### config.mk
export PLATFORM = sky130hd
export DESIGN_NAME = prog_sequencer
export DESIGN_NICKNAME = d
export VERILOG_FILES = /design/src/rtl/prog_sequencer.sv
export SDC_FILE = /design/constraint.sdc
export NUM_CORES = 1
export LEC_CHECK = 0
export BUFFER_PORTS_ARGS = -buffer_cell sky130_fd_sc_hd__buf_2
export CAP_MARGIN = 30
export CORE_MARGIN = 4
export CORE_UTILIZATION = 30
export CTS_CLUSTER_DIAMETER = 60
export DETAILED_ROUTE_END_ITERATION = 10
export GPL_ROUTABILITY_DRIVEN = 0
export SYNTH_ARGS = -nofsm -noshare
export SYNTH_HDL_FRONTEND = slang
export SYNTH_SLANG_ARGS = --single-unit
### constraint.sdc
create_clock -name clk -period 2 [get_ports clk]
set_clock_uncertainty 0.05 [all_clocks]
set_input_delay 0.1 -clock clk [delete_from_list [all_inputs] [get_ports clk]]
set_output_delay 0.1 -clock clk [all_outputs]
set_load 0.02 [all_outputs]
### src/rtl/prog_sequencer.sv
// Program sequencer: produces the next program-memory address each cycle, with
// jumps, flag branches, call/return through a small return-address stack, halt/resume.
module prog_sequencer #(
    parameter int ADDR_W      = 5,
    parameter int STACK_DEPTH = 4,
    parameter int RESET_ADDR  = 0
) (
    input  logic                               clk,
    input  logic                               Reset,
    input  logic                               En,
    input  logic [2:0]                         Op,
    input  logic [ADDR_W-1:0]                  Target,
    input  logic                               CY,
    input  logic                               Z,
    input  logic                               Resume,
    output logic [ADDR_W-1:0]                  addr,
    output logic                               halted,
    output logic                               stack_err,
    output logic [$clog2(STACK_DEPTH+1)-1:0]   sp
);

    localparam int SP_W  = $clog2(STACK_DEPTH + 1);
    localparam int IDX_W = (STACK_DEPTH > 1) ? $clog2(STACK_DEPTH) : 1;
    localparam logic [SP_W-1:0]   SP_FULL   = SP_W'(STACK_DEPTH);
    localparam logic [ADDR_W-1:0] ADDR_INIT = ADDR_W'(RESET_ADDR);

    localparam logic [2:0] OP_JMP  = 3'd1;
    localparam logic [2:0] OP_JCY  = 3'd2;
    localparam logic [2:0] OP_JZ   = 3'd3;
    localparam logic [2:0] OP_CALL = 3'd4;
    localparam logic [2:0] OP_RET  = 3'd5;
    localparam logic [2:0] OP_HALT = 3'd6;

    typedef enum logic [1:0] {
        ST_RUN  = 2'd0,
        ST_HALT = 2'd1,
        ST_ERR  = 2'd2
    } state_t;

    state_t            state_reg, state_next;
    logic [ADDR_W-1:0] addr_reg, addr_next;
    logic [SP_W-1:0]   sp_reg, sp_next;
    logic [ADDR_W-1:0] addr_inc;
    logic [SP_W-1:0]   sp_dec;
    logic [IDX_W-1:0]  push_idx, pop_idx;
    logic              push;

    logic [ADDR_W-1:0] stack_mem [0:STACK_DEPTH-1];

    assign addr_inc = addr_reg + ADDR_W'(1);
    assign sp_dec   = sp_reg - SP_W'(1);
    // Indices are only used when sp is in range, so truncation is safe.
    assign push_idx = sp_reg[IDX_W-1:0];
    assign pop_idx  = sp_dec[IDX_W-1:0];

    always_comb begin
        state_next = state_reg;
        addr_next  = addr_reg;
        sp_next    = sp_reg;
        push       = 1'b0;
        case (state_reg)
            ST_RUN: begin
                if (En) begin
                    case (Op)
                        OP_JMP: addr_next = Target;
                        OP_JCY: addr_next = CY ? Target : addr_inc;
                        OP_JZ:  addr_next = Z ? Target : addr_inc;
                        OP_CALL: begin
                            if (sp_reg == SP_FULL) begin
                                state_next = ST_ERR;
                            end else begin
                                push      = 1'b1;
                                addr_next = Target;
                                sp_next   = sp_reg + SP_W'(1);
                            end
                        end
                        OP_RET: begin
                            if (sp_reg == '0) begin
                                state_next = ST_ERR;
                            end else begin
                                addr_next = stack_mem[pop_idx];
                                sp_next   = sp_dec;
                            end
                        end
                        OP_HALT: state_next = ST_HALT;
                        default: addr_next = addr_inc;
                    endcase
                end
            end
            ST_HALT: begin
                if (Resume) begin
                    addr_next  = addr_inc;
                    state_next = ST_RUN;
                end
            end
            default: ;
        endcase
    end

    always_ff @(posedge clk) begin
        if (Reset) begin
            state_reg <= ST_RUN;
            addr_reg  <= ADDR_INIT;
            sp_reg    <= '0;
        end else begin
            state_reg <= state_next;
            addr_reg  <= addr_next;
            sp_reg    <= sp_next;
        end
    end

    // Stack contents carry no reset; a push coinciding with Reset is dropped.
    always_ff @(posedge clk) begin
        if (push && !Reset) begin
            stack_mem[push_idx] <= addr_inc;
        end
    end

    assign addr      = addr_reg;
    assign sp        = sp_reg;
    assign halted    = (state_reg == ST_HALT);
    assign stack_err = (state_reg == ST_ERR);

endmodule

## Yosys cells after proc, flatten, opt, wreduce, memory -nomap -nowiden

Memory sizes are Yosys's and may differ from the RTL's.
Cells that the tools add are included.

| operators by class | value |
|---|---|
| add/sub/neg operators | 3 |
| equality and inequality tests | 19 |
| mux-type cells | 23 |
| reduce and logical (&&, ||, !) cells | 9 |

Operator list:

| operator | number |
|---|---|
| $mux W5 | 6 |
| $pmux W5 S6 | 1 |
| $eq A3 B3 Y1 const B | 4 |
| $ne A3 B3 Y1 const B | 4 |
| $reduce_and A6 Y1 | 2 |
| $ne A2 B2 Y1 const B | 5 |
| $pmux W5 S2 | 1 |
| $mux W2 | 4 |
| $eq A3 B2 Y1 const B | 2 |
| $mux W1 | 6 |
| $mux W3 | 2 |
| $pmux W2 S3 | 1 |
| $pmux W3 S2 | 1 |
| $add A5 B1 Y5 const B | 1 |
| $reduce_and A5 Y1 | 1 |
| $ne A4 B2 Y1 const B | 1 |
| $pmux W2 S2 | 1 |
| $reduce_bool A2 Y1 | 2 |
| $add A3 B1 Y3 const B | 1 |
| $eq A3 B1 Y1 const B | 1 |
| $logic_not A3 Y1 | 1 |
| $sub A3 B1 Y3 const B | 1 |
| $eq A2 B1 Y1 const B | 1 |
| $eq A2 B2 Y1 const B | 1 |
| other kinds (3) | 3 |

| storage, ports and cells | value |
|---|---|
| bits in writable memories | 20 |
| input bits | 14 |
| word-level logic and storage cells | 58 |
| bits in registers | 10 |
| memories kept | 1 |
| output and inout port bits | 10 |

Memories:

| memory | words | width | rd ports | clocked after Yosys merged registers in | wr ports | line | source |
|---|---|---|---|---|---|---|---|
| stack_mem | 4 | 5 | 1 | 0 | 1 | 48 | `logic [ADDR_W-1:0] stack_mem [0:STACK_DEPTH-1];` |

## Depth between registers and ports, before layout

| logic depth | value |
|---|---|
| depth after elaboration | 8 |
| depth in mapped cells | 9 |

## Least setup slack after synthesis

Ideal clock, no wire load.

| path | value |
|---|---|
| path type | register to register |
| start | register sp_reg[0], in the netlist sp[0] |
| end | register addr_reg[0], in the netlist addr[0] |
| setup slack | -0.332 ns |
| data arrival time | 2.150 ns |
| setup time | 0.132 ns |
| required time | 1.818 ns |
| path buffers | 2 |
| stages on the path, launching flop included | 10 |
| path through | dfxtp_1 -> buf_2 -> inv_1 -> ha_1 -> clkbuf_1 -> mux4_2 -> nor2b_1 -> a221o_1 -> nand3_1 -> a21oi_1 |

| between the ends | value |
|---|---|
| word-level cells in the longest chain between the ends | 6 |

RTL lines:

| item | line | source |
|---|---|---|
| from (decl) | 42 | `logic [SP_W-1:0] sp_reg, sp_next;` |
| from (signal assigned) | 108 | `sp_reg <= sp_next;` |
| $sub A3 B1 Y3 | 51 | `assign sp_dec = sp_reg - SP_W'(1);` |
| $mem_v2 Z4 W5 | -- |  |
| $mux W5 | 78 | `if (sp_reg == '0) begin` |
| $pmux W5 S6 | 64 | `case (Op)` |
| $mux W5 | 63 | `if (En) begin` |
| $pmux W5 S2 | 61 | `case (state_reg)` |
| to (signal assigned) | 107 | `addr_reg <= addr_next;` |
| to (decl) | 41 | `logic [ADDR_W-1:0] addr_reg, addr_next;` |

Parallel ways exist; a longest one is shown, timed or not. The select of a mux whose other input is x is not followed.
A chain may end at the register's enable or synchronous reset.

## Worst setup path in the final report

| path | value |
|---|---|
| start | register sp_reg[1], in the netlist sp[1] |
| end | memory stack_mem[2][1] (enable) |

| between the ends | value |
|---|---|
| word-level cells in the longest chain between the ends | 8 |

RTL lines:

| item | line | source |
|---|---|---|
| $eq A3 B3 Y1 | 69 | `if (sp_reg == SP_FULL) begin` |
| $mux W1 | 69 |  |
| $mux W1 | 64 |  |
| $mux W1 | 63 |  |
| $mux W1 | 61 |  |
| $logic_and A1 B1 Y1 | 114 | `if (push && !Reset) begin` |
| $mux W1 | 114 |  |
| $mux W1 (not written as such) | 115 | `stack_mem[push_idx] <= addr_inc;` |
| to (decl) | 48 |  |

Parallel ways exist; a longest one is shown, timed or not.

==> metrics.md <==
| Metric | Value |
|---|---|
| Count of input and output buffers | 23 |
| Die area | around 0.0066 mm^2 |
| Number of global-route vias before repair | approximately 1100 |
| Mapped cell area | 0.00162 mm^2 |
| Hold slack final | 0.0777 ns |
| Grt total ovfl | 0 |
| EDFF count, synth | 20 |
| Status | finished clean |
| Hold buffers post-CTS | 0 |
| Crit-path max FO | 5 |
| Switch share | 0.276 |
| F_max | 0.530 GHz |
| Internal power | 1.03 mW |
| Vias per cell | 4.97 |
| CTS root buf | clkbuf_8 |
| Routed len/inst | 14.5 um |
| Clock latency on the worst-skew pair | ~0.29 ns |
| Final Hold Viols | 0 |
| DRT Pass-1 Iters | 5 |
| Reg2reg start | sp[1]$_SDFFE_PP0P_ |
| Final ANT Viol Nets | 0 |
| N_diodes | 0 |
| Final layout net count | 182 |
| Critical Path Start Type | flip-flop |
| Layout area overhead | 20.7% |
| Clock transition at path regs | 0.06 ns |
| Synth unique cells | 45 |
| Mux contribution to synthesized area | 0.0887 |
| CTS Buf Count | 5 |
| Most frequent cell after synthesis | edfxtp_1 |
| Adder-Cell Fraction of Synth Area | 0.0463 |
| H-tree levels | 2 |
| Seq pwr share | 0.491 |
| Post-CTS setup buffers | 0 |
| HP Class | in2reg |
| Logic pwr share | 0.167 |
| DIE WIDTH | ~80 um |
| Power, Total | 1.42 mW |
| CP Class | reg2reg |
| Max clock buf depth | 2 |
| First-pass GRT wire length | 5490 um |
| Net Count, Synth | 155 |
| Starting Density | 0.313 |
| Max reg flops | 20 |
| TritonCTS clock tree | built |
| Ys flop type | edfxtp_1 |
| Synth top area share | 0.370 |
| Fill count | between 500 and 600 |
| Avg Inst Size Synth | 12.0 um^2 |
| Critical Path Start | sp[1]$_SDFFE_PP0P_ |
| CORE AREA | 0.00517 mm^2 |
| Largest cells by area after synthesis | edfxtp_1 37%, dfxtp_1 12%, mux4_2 6.9% |
| Seq/Total Area, Yosys | 0.494 |
| Top post-synthesis cells by count | 20 x edfxtp_1, 10 x dfxtp_1, 10 x nor2_1 |
| I/O pin count | 24 |
| Simple logic cell fraction of the synthesized area | 0.154 |
| CP Capture Type | flip-flop |
| Clock power share | 0.342 |
| DR iter-0 viols | 37 |
| Post-CTS sizing | 0 |
| GRT Total Usage | 0.116 |
| Register bit count reported by yosys | 30 |
| DR DRC count | 0 |
| WP data arrival | 1.81 ns |
| Crit path required time | between 1.5 and 2 ns |
| Antenna violations before repair | 0 |
| Largest family of logic cells by synthesized area | simple AND/OR/NAND/NOR gates |
| Worst Tran Pin Value | 0.412 ns |
| Cell count after synthesis | 135 |
| Synth Area in Compound Gates | 0.141 |
| VDD IR max | about 270 uV |
| Routed via count | 1158 |
| Final Max Tran Viols | 0 |
| Asr flop ratio synth | 0 |
| Synth warn | 0 |
| Leakage dissipation | 0.718 nW |
| Largest net degree at the start of global routing | 16 |
| Largest area contributor in the netlist | edfxtp_1 |
| CTS sink cnt | 30 |
| Maxcap violations | 0 |
| Synth Area in XOR/XNOR | 0.0432 |
| DPL Wire Length | 2540 um |
| Worst Hold Launch | En |
| Final setup violation count | 0 |
| Share of layout cells above drive strength 1 | 0.344 |
| Power per cell area | 727 mW/mm^2 |
| Num rows | 26 |
| Net Switching | 0.392 mW |
| Die Y | 81.5 um |
| Slew HR | 0.723 |
| Crit share post-route | 0.944 |
| Minimum clock period | between 1.5 and 2 ns |
| Drt total wl | 3380 um |
==> power groups by stage <==
| stage | combinational [mW] | clock, mW | sequential, mW |
|---|---|---|---|
| 2_1_floorplan | 0.148 | 0 | 0.725 |
| 3_3_place_gp | 0.229 | 0 | 0.711 |
| 5_1_grt | 0.264 | 0.548 | 0.700 |
| 6_report | 0.238 | 0.486 | 0.698 |
| 4_1_cts | 0.231 | 0.504 | 0.698 |
| 3_5_place_dp | 0.230 | 0 | 0.712 |
==> cells in the final DEF, fill, tap and decap left out, types with 5 or more instances in the layout <==
cell type	instances
ha_1	5
edfxtp_1	20
nor2b_1	5
mux4_2	5
inv_1	6
buf_2	23
nand2_1	5
clkbuf_8	5
nor2_1	10
dfxtp_1	8
==> final cells by class <==
type | count | area (um^2) | area share
clock buffer | 5 | 68.8 | 0.0352
clock inverter | 3 | 21.3 | 0.0109
inverter | 7 | 26.3 | 0.0134
multi-input combinational | 92 | 810 | 0.414
sequential | 30 | 806 | 0.412
tap | 70 | 87.6 | 0.0448
timing repair buffer | 26 | 138 | 0.0703
==> critical path: stages (launching register included) <==
cell     delay [ns]
dfxtp_2        0.36
inv_1          0.10
ha_4           0.20
a211o_1        0.30
nor4_2         0.24
and2_1         0.33
==> cells by family after synthesis <==
group,count (synthesis)
compound gates,27
xor+xnor,8
fa+ha+maj,6
buf+inv,13
flops,30
mux,8
simple gates,43
==> metrics by stage <==
stage	utilization	cell area, um^2	setup slack, ns	instances	TNS (ns)
global placement	0.355	1840	0.0944	225	0
detailed placement	0.355	1840	0.0569	225	0
finish	0.378	1960	0.113	233	0
global route	0.378	1960	-0.0000211	233	-0.0000211
floorplan	-	1650	0.00484	135	0
CTS	0.372	1930	0.0285	233	0
==> worst paths after layout <==
path         cells after the start  slack [ns]                         to
max                              5        0.11  stack_mem[2][1]$_DFFE_PP_
min                              3        0.08  state_reg[1]$_SDFFE_PP0P_
max reg2reg                      5        0.11  stack_mem[2][1]$_DFFE_PP_
min reg2reg                      2        0.48  state_reg[0]$_SDFFE_PP0P_
==> metal layers <==
metal  track usage  share of wire  up-vias
met5             0              0        -
met3        0.0362          0.066        8
li1              -              -      561
met4        0.0659          0.024        0
met1         0.144           0.46      555
met2         0.178           0.45       34
No activity file was read; power rests on OpenSTA's default activity.
